### src/rtl/seq_divider.sv
// seq_divider: multi-cycle restoring divider, one trial subtract per clock.
// Quotient/Remainder of Dividend/Divisor after WIDTH iterations, with a
// start/done handshake. A zero divisor finishes on the accepting edge with
// Quotient=all-ones, Remainder=Dividend and div_by_zero set.
// Optional feature macro: SEQ_DIVIDER_SIGNED_EN selects two's-complement
// operands. The core works on magnitudes, and the signs are applied on the
// RUN->DONE edge.
module seq_divider #(
    parameter int WIDTH = 4
) (
    input  logic             clk,
    input  logic             rst,
    input  logic             start,
    input  logic [WIDTH-1:0] Dividend,
    input  logic [WIDTH-1:0] Divisor,
    output logic             busy,
    output logic             done,
    output logic [WIDTH-1:0] Quotient,
    output logic [WIDTH-1:0] Remainder,
    output logic             div_by_zero
);

    localparam int CW = $clog2(WIDTH + 1);

    typedef enum logic [1:0] {IDLE, RUN, DONE} state_t;

    state_t           state;
    logic [WIDTH-1:0] rem;    // partial remainder (always < divisor)
    logic [WIDTH-1:0] quo;    // dividend bits shift out, quotient bits shift in
    logic [WIDTH-1:0] dsr;    // divisor magnitude
    logic [CW-1:0]    cnt;

    // Two's-complement negate, written without a width-growing unary minus
    function automatic logic [WIDTH-1:0] neg(input logic [WIDTH-1:0] x);
        return ~x + {{(WIDTH-1){1'b0}}, 1'b1};
    endfunction

    // Trial subtract: P - {0,D} as P + ~{0,D} + 1; carry-out means no borrow
    logic [WIDTH:0]   p;
    logic [WIDTH+1:0] sum;
    logic             cout;
    logic             diff_top_unused;
    logic [WIDTH-1:0] rem_nxt;
    logic [WIDTH-1:0] quo_nxt;

    assign p    = {rem, quo[WIDTH-1]};
    assign sum  = {1'b0, p} + {1'b0, ~{1'b0, dsr}} + {{(WIDTH+1){1'b0}}, 1'b1};
    assign cout = sum[WIDTH+1];
    // On a successful subtract T < D fits in WIDTH bits, so T's MSB is always 0
    assign diff_top_unused = sum[WIDTH];
    assign rem_nxt = cout ? sum[WIDTH-1:0] : p[WIDTH-1:0];
    assign quo_nxt = {quo[WIDTH-2:0], cout};

    // Operand magnitudes and final results after sign fix-up
    logic [WIDTH-1:0] dvd_mag;
    logic [WIDTH-1:0] dvs_mag;
    logic [WIDTH-1:0] quo_fin;
    logic [WIDTH-1:0] rem_fin;

`ifdef SEQ_DIVIDER_SIGNED_EN
    logic neg_quo;    // operand signs differ
    logic neg_rem;    // dividend was negative

    assign dvd_mag = Dividend[WIDTH-1] ? neg(Dividend) : Dividend;
    assign dvs_mag = Divisor[WIDTH-1]  ? neg(Divisor)  : Divisor;
    // Most-negative / -1 gives magnitude 2^(WIDTH-1), which wraps back to itself
    assign quo_fin = neg_quo ? neg(quo_nxt) : quo_nxt;
    assign rem_fin = neg_rem ? neg(rem_nxt) : rem_nxt;

    // Capture operand signs on the accepting edge
    always_ff @(posedge clk) begin
        if (rst) begin
            neg_quo <= 1'b0;
            neg_rem <= 1'b0;
        end else if (start && (state != RUN)) begin
            neg_quo <= Dividend[WIDTH-1] ^ Divisor[WIDTH-1];
            neg_rem <= Dividend[WIDTH-1];
        end
    end
`else
    assign dvd_mag = Dividend;
    assign dvs_mag = Divisor;
    assign quo_fin = quo_nxt;
    assign rem_fin = rem_nxt;
`endif

    // Control FSM, iteration datapath and registered outputs
    always_ff @(posedge clk) begin
        if (rst) begin
            state       <= IDLE;
            rem         <= '0;
            quo         <= '0;
            dsr         <= '0;
            cnt         <= '0;
            busy        <= 1'b0;
            done        <= 1'b0;
            Quotient    <= '0;
            Remainder   <= '0;
            div_by_zero <= 1'b0;
        end else begin
            case (state)
                IDLE, DONE: begin
                    state <= IDLE;
                    done  <= 1'b0;
                    busy  <= 1'b0;
                    if (start) begin
                        div_by_zero <= 1'b0;
                        if (Divisor == '0) begin
                            // No iterations needed: finish on this edge
                            state       <= DONE;
                            done        <= 1'b1;
                            Quotient    <= '1;
                            Remainder   <= Dividend;
                            div_by_zero <= 1'b1;
                        end else begin
                            state <= RUN;
                            busy  <= 1'b1;
                            rem   <= '0;
                            quo   <= dvd_mag;
                            dsr   <= dvs_mag;
                            cnt   <= '0;
                        end
                    end
                end
                RUN: begin
                    // start is deliberately ignored here
                    rem <= rem_nxt;
                    quo <= quo_nxt;
                    cnt <= cnt + 1'b1;
                    if (cnt == CW'(WIDTH - 1)) begin
                        state     <= DONE;
                        busy      <= 1'b0;
                        done      <= 1'b1;
                        Quotient  <= quo_fin;
                        Remainder <= rem_fin;
                    end
                end
                default: begin
                    state <= IDLE;
                    busy  <= 1'b0;
                    done  <= 1'b0;
                end
            endcase
        end
    end

endmodule

### config.mk
export PLATFORM = sky130hd
export DESIGN_NAME = seq_divider
export DESIGN_NICKNAME = d
export VERILOG_FILES = /design/src/rtl/seq_divider.sv
export SDC_FILE = /design/constraint.sdc
export NUM_CORES = 1
export LEC_CHECK = 0
export ABC_CLOCK_PERIOD_IN_PS = 2200
export CAP_MARGIN = 20
export CORE_MARGIN = 4
export CORE_UTILIZATION = 34
export DETAILED_ROUTE_END_ITERATION = 10
export SLEW_MARGIN = 20
export SYNTH_ARGS = -nofsm -noshare
export SYNTH_HDL_FRONTEND = slang
export SYNTH_SLANG_ARGS = --single-unit
### constraint.sdc
create_clock -name clk -period 2.2 [get_ports clk]
set_input_delay 0.33 -clock clk [delete_from_list [all_inputs] [get_ports clk]]
set_output_delay 0.33 -clock clk [all_outputs]
set_load 0.02 [all_outputs]
==> impl_metrics.toml, run 1 <==
[run_status]
status = "finished, final reports clean"

[cts]
tritoncts_num_sinks = 27
buffer_depth_of_the_longest_clock_path = 2
cts_max_level = 1
post_cts_resize_count = 0
clkSlewWorstSetupHoldPaths_ps = 90
num_cts_buffers = 3
ctsHoldBuffers = 0
clock_latency_ps = 270
post_cts.repair.setup_buffers = 0
clk_root_buffer_cell = "sky130_fd_sc_hd__clkbuf_8"
tritoncts = "built"

[setup_path]
timing.critical_path.max_delay_family = "compound AO/OA/AOI/OAI gates"
regToRegStartpoint = "dsr[1]"
timing.setup.critical_path_class = "reg2reg"
critical_path_required_ps = 2350
path_cells = "inv_1, ha_1, nor2b_1, o31ai_1, nand2_1, o211ai_1, a311oi_1"
crit_slowest_cell = "sky130_fd_sc_hd__dfxtp_1"
slowest_delay_ps = 340
worstPathArrival_ps = 1980
startpoint = "dsr[1]"
setup.worst_path.end_class = "register"
crit_path_max_fanout = 5
cp.buffers_inverters = 1
startpoint_type = "register"

[synth]
number_of_warnings_issued_by_yosys = 0
yosys.area_share.simple_pct = 24.9
yosys_register_bits = 27
synthesis.area_um2 = 1250
synthesis.area_per_instance_um2 = 8.32
post_synth_fa_ha_maj_area_fraction_pct = 7.62
sequential_share_of_the_synthesized_area_pct = 43.3
postSynthNetCount = 168
post_synth_mux_area_share_pct = 0
postSynthCellCount = 150
netlist-cell-type-count = 32
synth_top_family_by_area = "simple AND/OR/NAND/NOR gates"
synth_xor_xnor_area_share_pct = 0.701
area_fraction_in_compound_gates_after_synthesis_pct = 17.9

[timing]
rsz0062_at_grt = "no"
timing.clock.skew_ps = 1.33
max_freq_mhz = 546
final_period_minus_worst_setup_slack_ps = 1830
total_count_of_hold_check_failures_in_the_final_report = 0
finalWorstSetupSlack_ps = 370
timing.final.crit_share_pct = 83.2
hold_ws_ps = 462
worst_max_slew_margin_expressed_relative_to_the_limit_pct = 67.5
worstMarginPinSlew_ps = 488
setup_viol = 0
count_of_final_max_slew_check_failures = 0
totalNegativeSetupSlack_ps = 0

[routing]
post-route-drc-count = 0
drt_iter0_drc = 64
dr_total_vias = 1079
drt_pass1_iterations = 4
post_drt_wl_per_cell_um = 12.2
avgViaCountPerCell = 5.00
antenna_violating_nets_post_route = 0
routed_wl_mm = 2.64

[pwr]
p_sw_share_pct = 28.1
share_seq_of_total_power_pct = 52.2
power_report.internal_total_uw = 737
p_comb_share_pct = 20.3
p_leak_uw = 0.000569
pwr_density_cell_nw_per_um2 = 667
clock_power_share_pct = 27.5
power.net_switching_uw = 288
worst_ir_drop_vdd_uv = 286

[global_route]
initial_antenna_violation_count = 0
groute.usage.overall_pct = 12.6
global_route.overflow_total = 0
grt_max_degree = 28
grt_first_pass_wirelength_mm = 4.44
grt_pass1_vias = 1029

[placed_design]
dp.cells = 212
place_congestion = 0.800
detailedPlacementHpwl_mm = 2.04
io_buffer_count = 21
dpl-instance-area_um2 = 1490
place_ws_ps = 180

[floorplanning]
ios = 22
die_width_um = 68.6
initial_utilization_pct = 36.3
floorplan.die_area_um2 = 4710
die_ht_um = 68.6
row_count = 21
floorplan.core_area_um2 = 3440

[layout]
finalInstanceArea_um2 = 1540
drive_above_1_share_pct = 5.88
area_delta_synth_final_pct = 23.1
layoutNonFillerInstCount = 216
diodes = 0
final_net_count = 189

[job]
number_of_max_cap_violations = 0

[min_path]
timing.hold.worst.start = "div_by_zero"
worst_hold_path_type = "reg2reg"
## metrics by stage
| stage | power, uW | util, % |
|---|---|---|
| final | 1030 | 44.7 |
| after global routing | 1090 | 44.7 |
| after CTS | 1040 | 44.7 |
| after detailed placement | 757 | 43.4 |
| after global placement | 753 | 43.4 |
| after floorplan | 691 | - |
## flip-flops by register name (all words and copies together), names as in the netlist
name,flops
div_by_zero,1
busy,1
done,1
Remainder,4
dsr,4
Quotient,4
quo,4
cnt,3
rem,4
state,1
## final timing paths
| path | to | slack [ps] | depth (start not counted) |
|---|---|---|---|
| min reg2reg | div_by_zero | 460 | 2 |
| max reg2reg | Remainder[2] | 370 | 7 |
| max | Remainder[2] | 370 | 7 |
| min | div_by_zero | 460 | 2 |
## routing by layer
layer	global-route usage, %	up-vias	wire (um)
met3	1.78	5	90
met4	6.45	0	48
met5	0	-	0
met2	21.8	19	1260
met1	14.9	500	1240
li1	-	555	-
## tightest hold or removal path: cells and delay by family, from the launching register on
kind,cells,cell delay (ps)
AO/OA/AOI/OAI,1,50
AND/OR/NAND/NOR,1,50
flip-flops,1,320
## cell type report
type                    count  area, um^2
fillers                   352        1900
multi-input cells         109         639
flip-flops and latches     27         541
repair buffers             24         233
well taps                  46        57.6
clock buffers               4        45.0
inverters                   6        22.5
## synth_stat cells
cell type / instances / share of area, %
sky130_fd_sc_hd__o22ai_1: 1 / 0.50
sky130_fd_sc_hd__buf_6: 1 / 0.90
sky130_fd_sc_hd__nor2_1: 29 / 8.7
sky130_fd_sc_hd__nand2_1: 23 / 6.9
sky130_fd_sc_hd__nor3_1: 4 / 1.6
sky130_fd_sc_hd__o21a_1: 1 / 0.60
sky130_fd_sc_hd__nor2b_1: 2 / 1.0
sky130_fd_sc_hd__a311oi_1: 8 / 5.6
sky130_fd_sc_hd__a31oi_1: 2 / 1.0
sky130_fd_sc_hd__a22oi_1: 3 / 1.8
sky130_fd_sc_hd__and2b_1: 1 / 0.60
sky130_fd_sc_hd__or2b_1: 2 / 1.2
sky130_fd_sc_hd__dfxtp_1: 27 / 43
sky130_fd_sc_hd__o21ai_0: 3 / 1.2
sky130_fd_sc_hd__clkbuf_1: 4 / 1.2
sky130_fd_sc_hd__inv_1: 6 / 1.8
sky130_fd_sc_hd__nor4_4: 1 / 1.7
sky130_fd_sc_hd__a21oi_1: 10 / 4.0
sky130_fd_sc_hd__xnor2_1: 1 / 0.70
sky130_fd_sc_hd__o2111ai_1: 1 / 0.70
sky130_fd_sc_hd__buf_2: 1 / 0.40
sky130_fd_sc_hd__or4b_1: 1 / 0.80
sky130_fd_sc_hd__o31ai_1: 1 / 0.60
sky130_fd_sc_hd__or2_2: 1 / 0.50
sky130_fd_sc_hd__nand3_1: 1 / 0.40
sky130_fd_sc_hd__buf_4: 2 / 1.2
sky130_fd_sc_hd__o31a_1: 1 / 0.70
sky130_fd_sc_hd__nand2_2: 2 / 1.0
sky130_fd_sc_hd__ha_1: 6 / 6.0
sky130_fd_sc_hd__o211ai_1: 2 / 1.2
sky130_fd_sc_hd__fa_1: 1 / 1.6
sky130_fd_sc_hd__nand2b_1: 1 / 0.50
## cell families after synthesis
logic type	count (synthesis)
AND/OR/NAND/NOR	68
AO/OA/AOI/OAI	33
flip-flops	27
buffers and inverters	14
adder cells (fa/ha/maj)	7
XOR/XNOR	1
## cells in the final DEF (no fill, tap or decap), drive strengths merged, types with 2 or more instances in the layout
cell type / netlist / routed
a21oi: 10 / 10
a22oi: 3 / 3
a311oi: 8 / 8
a31oi: 2 / 2
buf: 4 / 3
clkbuf: 4 / 4
clkdlybuf4s50: 0 / 21
dfxtp: 27 / 27
ha: 6 / 6
inv: 6 / 6
nand2: 25 / 25
nor2: 29 / 29
nor2b: 2 / 2
nor3: 4 / 4
o211ai: 2 / 2
o21ai: 3 / 3
or2b: 2 / 2
## power groups by stage
stage / clock (uW) / combinational, uW / sequential, uW
2_1_floorplan: 0 / 142 / 549
3_3_place_gp: 0 / 206 / 547
3_5_place_dp: 0 / 209 / 547
4_1_cts: 297 / 210 / 536
5_1_grt: 312 / 237 / 540
6_report: 282 / 208 / 535
Note: power is estimated with default switching activity, not from simulation.
==> run 2, diff against run 1 <==
--- a/config.mk
+++ b/config.mk
@@ -5,7 +5,7 @@
 export SDC_FILE = /design/constraint.sdc
 export NUM_CORES = 1
 export LEC_CHECK = 0
-export ABC_CLOCK_PERIOD_IN_PS = 2200
+export ABC_CLOCK_PERIOD_IN_PS = 1500
 export CAP_MARGIN = 20
 export CORE_MARGIN = 4
 export CORE_UTILIZATION = 34
==> constraint.sdc (replaced) <==
create_clock -name clk -period 1.5 [get_ports clk]
set_input_delay 0.225 -clock clk [delete_from_list [all_inputs] [get_ports clk]]
set_output_delay 0.225 -clock clk [all_outputs]
set_load 0.02 [all_outputs]
==> impl_metrics.toml, run 2 (synthesis results as in run 1) <==
[routing]
drt_iter0_drc = 61
top_layer_used = "met4"
drt_pass1_iterations = 4
post-route-drc-count = 0
post_drt_wl_per_cell_um = 13.5
detail_route.wirelength.met1_mm = 1.47
avgViaCountPerCell = 4.82
routed_wl_mm = 3.28
antenna_violating_nets_post_route = 0
wl_met2_mm = 1.67
detailroute.wirelength.met3_um = 94
dr_total_vias = 1172

[global_route]
grt_first_pass_wirelength_mm = 5.63
grt_max_degree = 28
initial_antenna_violation_count = 0
grt_pass1_vias = 1250
global_route.overflow_total = 0
groute.usage.overall_pct = 15.8

[pwr]
share_seq_of_total_power_pct = 43.9
power_report.internal_total_uw = 1250
power.net_switching_uw = 554
pwr_density_cell_nw_per_um2 = 921
p_comb_share_pct = 31.7
p_leak_uw = 0.000853
clock_power_share_pct = 24.4
p_sw_share_pct = 30.7
worst_ir_drop_vdd_uv = 419

[min_path]
timing.hold.worst.start = "Divisor[2]"
min_to = "dsr[2]"
whs_path_depth = 3
worst_hold_path_type = "in2reg"

[cts]
tritoncts = "built"
buffer_depth_of_the_longest_clock_path = 2
clk_root_buffer_cell = "sky130_fd_sc_hd__clkbuf_8"
num_cts_buffers = 3
clkSlewWorstSetupHoldPaths_ps = 100
clock_latency_ps = 280
cts_max_level = 1
tritoncts_num_sinks = 27
ctsHoldBuffers = 0

[timing]
worstMarginPinSlew_ps = 359
hold_ws_ps = 271
worst_max_slew_margin_expressed_relative_to_the_limit_pct = 76.0
max_freq_mhz = 621
count_of_final_max_slew_check_failures = 0
total_count_of_hold_check_failures_in_the_final_report = 0
timing.clock.skew_ps = 5.82
totalNegativeSetupSlack_ps = -650
timing.final.crit_share_pct = 107
rsz0062_at_grt = "yes"
finalWorstSetupSlack_ps = -110
setup_viol = 9
final_period_minus_worst_setup_slack_ps = 1610

[layout]
drive_above_1_share_pct = 36.5
most_frequent_cells_in_the_layout = "sky130_fd_sc_hd__buf_4, sky130_fd_sc_hd__nor2_1, sky130_fd_sc_hd__nand2_1, sky130_fd_sc_hd__dfxtp_1, sky130_fd_sc_hd__clkdlybuf4s50_1"
n_fill_cell = 305
area_delta_synth_final_pct = 57.1
area_of_the_multi_input_gates_um2 = 811
diodes = 0
layout_commonest_cell = "sky130_fd_sc_hd__buf_4"
register_area_um2 = 549
final_net_count = 216

[placed_design]
detailedPlacementHpwl_mm = 2.34
place_congestion = 0.892
io_buffer_count = 21
place_ws_ps = -326

[run_status]
status = "finished, violations left"
violations_in_the_final_reports = "setup timing"

[setup_path]
startpoint = "dsr[2]"
timing.reg2reg.setup_slack_ps = -110
timing.setup.critical_path_class = "reg2reg"
regToRegStartpoint = "dsr[2]"
crit_path_max_fanout = 2
worstPathArrival_ps = 1780
reg2reg_depth = 7
setup.worst_path.end_class = "register"
worstReg2RegEnd = "Remainder[3]"
critical_path_required_ps = 1670
startpoint_type = "register"

[floorplanning]
initial_utilization_pct = 36.3
row_count = 21
floorplan.die_area_um2 = 4710
ios = 22
die_ht_um = 68.6
die_width_um = 68.6
floorplan.core_area_um2 = 3440

[job]
number_of_max_cap_violations = 0
## run 2: changes by cell type in the layout (fill, tap and decap cells not counted), sizes merged
cell           change
buf               +27
clkdlybuf4s50      -7
dlymetal6s2s       +7
clkinvlp           +1
clkbuf             -1
## run 2: worst max path at each step
stage / end / cells after the start / slack [ps]
6_report: Remainder[3] / 7 / -110
4_1_cts: Remainder[2] / 7 / -120
3_3_place_gp: quo[0] / 5 / -270
2_1_floorplan: Remainder[3] / 6 / -40
5_1_grt: rem[2] / 8 / -180
3_5_place_dp: quo[1] / 5 / -330
## run 2: routing by layer
| layer | vias up | GRT usage [%] |
|---|---|---|
| met5 | - | 0 |
| met4 | 0 | 5.96 |
| met3 | 5 | 1.62 |
| met2 | 19 | 27.8 |
| met1 | 538 | 19.8 |
| li1 | 610 | - |
## run 2: power by group through the flow
| stage | clock [uW] | combinational, uW | sequential (uW) |
|---|---|---|---|
| 2_1_floorplan | 0 | 230 | 808 |
| 3_3_place_gp | 0 | 425 | 801 |
| 3_5_place_dp | 0 | 433 | 804 |
| 4_1_cts | 451 | 516 | 793 |
| 5_1_grt | 474 | 627 | 799 |
| 6_report | 440 | 573 | 792 |
## run 2: cell type report
cell class | instances | area share [%]
multi-input combinational | 109 | 41.3
clock buffer | 3 | 2.10
clock inverter | 1 | 0.383
timing repair buffer | 51 | 24.1
inverter | 6 | 1.15
tap | 46 | 2.93
sequential | 27 | 28.0
## run 2: repair_timing
action	in CTS	in global routing
setup buffers	3	2
cloned	0	0
pin swaps	11	9
resized for setup	22	22
setup endpoints to repair	13	19
## run 2: worst max-delay path, cell delays in order, from the launching register on
cell and delay, ps:
sky130_fd_sc_hd__dfxtp_2 350, sky130_fd_sc_hd__inv_2 50, sky130_fd_sc_hd__ha_4 240, sky130_fd_sc_hd__buf_4 140, sky130_fd_sc_hd__o21ai_2 40, sky130_fd_sc_hd__or4b_4 480, sky130_fd_sc_hd__o2111ai_4 90, sky130_fd_sc_hd__a311oi_1 110
## run 2: through the flow
stage | utilization (%) | std cells | total power [uW] | cell area, um^2
floorplan | - | 150 | 1040 | 1280
global placement | 49.6 | 234 | 1230 | 1710
detailed placement | 49.6 | 234 | 1240 | 1710
CTS | 53.9 | 241 | 1760 | 1860
global route | 57.0 | 243 | 1900 | 1960
finish | 57.0 | 243 | 1810 | 1960
==> run 3, diff against run 2 <==
--- a/config.mk
+++ b/config.mk
@@ -5,6 +5,7 @@
 export SDC_FILE = /design/constraint.sdc
 export NUM_CORES = 1
 export LEC_CHECK = 0
+export ABC_AREA = 1
 export ABC_CLOCK_PERIOD_IN_PS = 1500
 export CAP_MARGIN = 20
 export CORE_MARGIN = 4
==> impl_metrics.toml, run 3 <==
[run_status]
status = "finished, final reports clean"

[routing]
post_drt_wl_per_cell_um = 11.7
drt_pass1_iterations = 5
post-route-drc-count = 0
dr_total_vias = 1300
drt_iter0_drc = 64
antenna_violating_nets_post_route = 0
routed_wl_mm = 3.25
avgViaCountPerCell = 4.69

[layout]
area_delta_synth_final_pct = 40.9
diodes = 0
drive_above_1_share_pct = 29.1
layoutNonFillerInstCount = 277
final_net_count = 246
most_frequent_cells_in_the_layout = "sky130_fd_sc_hd__inv_1, sky130_fd_sc_hd__dfxtp_1, sky130_fd_sc_hd__nand2_1, sky130_fd_sc_hd__clkdlybuf4s50_1, sky130_fd_sc_hd__buf_4"
layout_commonest_cell = "sky130_fd_sc_hd__inv_1"

[setup_path]
timing.setup.critical_path_class = "reg2reg"
startpoint_type = "register"
worstReg2RegEnd = "Remainder[2]"
path_cells = "inv_2, ha_4, inv_2, fa_2, xor2_2, nand3_4, nand3_2, nand2_1, inv_1"
regToRegStartpoint = "quo[3]"
setup.worst_path.end_class = "register"
crit_slowest_cell = "sky130_fd_sc_hd__fa_2"
slowest_delay_ps = 370
critical_path_required_ps = 1680
timing.reg2reg.setup_slack_ps = 10
worstPathArrival_ps = 1670
crit_path_max_fanout = 2
reg2reg_depth = 9
crit_path_frequent_cell = "sky130_fd_sc_hd__inv_2"

[synth]
synth_top_cell_by_area = "sky130_fd_sc_hd__dfxtp_1"
netlist-cell-type-count = 35
commonest_register_cell_after_synthesis = "sky130_fd_sc_hd__dfxtp_1"
most_frequent_cell_after_synthesis = "sky130_fd_sc_hd__inv_1"
yosys_register_bits = 27
synthesis.area_um2 = 1440
postSynth.asyncResetShare_pct = 0
area_fraction_in_compound_gates_after_synthesis_pct = 13.3
post_synth_fa_ha_maj_area_fraction_pct = 6.59
synth_enable_flop_cells = 0
postSynthCellCount = 189
number_of_warnings_issued_by_yosys = 0
post_synth_mux_area_share_pct = 0
sequential_share_of_the_synthesized_area_pct = 37.4
synthesis.area_per_instance_um2 = 7.64
synth_xor_xnor_area_share_pct = 0.607
yosys-top-cells-count = "sky130_fd_sc_hd__inv_1, sky130_fd_sc_hd__dfxtp_1, sky130_fd_sc_hd__nand3_1"
synthDominantCellAreaShare_pct = 37.4
postSynthNetCount = 207
synth_top_family_by_area = "simple AND/OR/NAND/NOR gates"
yosys-top-cells-area = "sky130_fd_sc_hd__dfxtp_1, sky130_fd_sc_hd__inv_1, sky130_fd_sc_hd__nand3_1"
yosys.area_share.simple_pct = 29.1

[cts]
clkSlewWorstSetupHoldPaths_ps = 90
cts_max_level = 1
clock_latency_ps = 270
tritoncts = "built"
tritoncts_num_sinks = 27
buffer_depth_of_the_longest_clock_path = 2
num_cts_buffers = 3
ctsHoldBuffers = 0
clk_root_buffer_cell = "sky130_fd_sc_hd__clkbuf_8"

[floorplanning]
floorplan.core_area_um2 = 4060
ios = 22
die_ht_um = 73.2
initial_utilization_pct = 35.6
row_count = 23
die_width_um = 73.2
floorplan.die_area_um2 = 5350

[placed_design]
dp.cells = 272
place_ws_ps = -99.8
detailedPlacementHpwl_mm = 2.36
place_congestion = 0.796
io_buffer_count = 21

[global_route]
groute.usage.overall_pct = 12.8
grt_pass1_vias = 1298
initial_antenna_violation_count = 0
global_route.overflow_total = 0
grt_first_pass_wirelength_mm = 5.44
grt_max_degree = 16

[timing]
totalNegativeSetupSlack_ps = 0
worstMarginPinSlew_ps = 499
timing.clock.skew_ps = 2.30
max_freq_mhz = 671
setup_viol = 0
worst_max_slew_margin_expressed_relative_to_the_limit_pct = 66.7
finalWorstSetupSlack_ps = 9.63
final_period_minus_worst_setup_slack_ps = 1490
total_count_of_hold_check_failures_in_the_final_report = 0
hold_ws_ps = 481
count_of_final_max_slew_check_failures = 0
rsz0062_at_grt = "yes"
timing.final.crit_share_pct = 99.4

[pwr]
post-layout-total-power_uw = 1710
p_sw_share_pct = 31.3
power_report.internal_total_uw = 1180
p_leak_uw = 0.000985
pwr_density_cell_nw_per_um2 = 842
share_seq_of_total_power_pct = 46.0
power.net_switching_uw = 536
worst_ir_drop_vdd_uv = 416
clock_power_share_pct = 24.1
p_comb_share_pct = 29.9

[min_path]
timing.hold.worst.start = "cnt[0]"
min_to = "cnt[0]"
worst_hold_path_type = "reg2reg"
whs_path_depth = 1

[job]
number_of_max_cap_violations = 0
-- run 3: cell count changes after synthesis, moves of 3 or more --
| cell | delta |
|---|---|
| sky130_fd_sc_hd__nand4_1 | +5 |
| sky130_fd_sc_hd__a311oi_1 | -8 |
| sky130_fd_sc_hd__nor2_2 | +3 |
| sky130_fd_sc_hd__a22oi_1 | -3 |
| sky130_fd_sc_hd__o21ai_0 | +7 |
| sky130_fd_sc_hd__nor2_1 | -14 |
| sky130_fd_sc_hd__inv_1 | +31 |
| sky130_fd_sc_hd__nor3_1 | -4 |
| sky130_fd_sc_hd__clkbuf_1 | -3 |
| sky130_fd_sc_hd__nand3_1 | +24 |
-- run 3: layout make-up --
class | count | area, um^2
clock buffers | 4 | 45.0
fillers | 385 | 2020
inverters | 39 | 151
multi-input cells | 118 | 883
flip-flops and latches | 27 | 546
well taps | 50 | 62.6
repair buffers | 39 | 347
-- run 3: power groups by stage --
| stage | registers [uW] | clock network, uW | logic, uW |
|---|---|---|---|
| 6_report | 788 | 413 | 512 |
| 3_5_place_dp | 799 | 0 | 407 |
| 5_1_grt | 793 | 458 | 566 |
| 4_1_cts | 783 | 432 | 412 |
| 3_3_place_gp | 799 | 0 | 405 |
| 2_1_floorplan | 808 | 0 | 245 |
-- run 3: timing repair --
item | CTS | global route
pin swaps | 0 | 9
setup endpoints to repair | 7 | 10
setup buffers | 0 | 1
gates resized for setup | 2 | 42
-- run 3: per-stage QoR --
step                util, %  area (um^2)
finish                 50.1         2030
global route           50.1         2030
CTS                    45.7         1850
detailed placement     44.5         1810
global placement       44.5         1810
floorplan                 -         1440
-- run 3: logic make-up after synthesis --
kind of cell / count (synthesis)
buffers and inverters: 44
AO/OA/AOI/OAI: 31
adder cells (fa/ha/maj): 7
XOR/XNOR: 1
flip-flops: 27
AND/OR/NAND/NOR: 79
-- run 3: critical path, delay by kind of cell, from the launching register on --
family | cells | cell delay (ps)
buffers and inverters | 3 | 130
xor gates and xnor gates | 1 | 200
adders and majority gates | 2 | 490
DFF | 1 | 330
and+or+nand+nor | 3 | 250
-- run 3: how the worst max path moves through the flow --
stage / slack, ps / endpoint / depth (start not counted) / from
2_1_floorplan: 110 / rem[1] / 8 / quo[3]
3_3_place_gp: -110 / Remainder[3] / 7 / Divisor[3]
3_5_place_dp: -100 / Remainder[3] / 7 / Divisor[3]
4_1_cts: 6 / rem[0] / 10 / dsr[3]
5_1_grt: -90 / rem[1] / 10 / dsr[3]
6_report: 10 / Remainder[2] / 9 / quo[3]
-- run 3: layer usage --
layer	global-route usage (%)	up-vias	share of wire, %
met5	0	-	0
met4	5.12	0	1.2
met3	2.07	5	1.7
met2	21.4	13	49
met1	16.2	596	48
li1	-	686	-
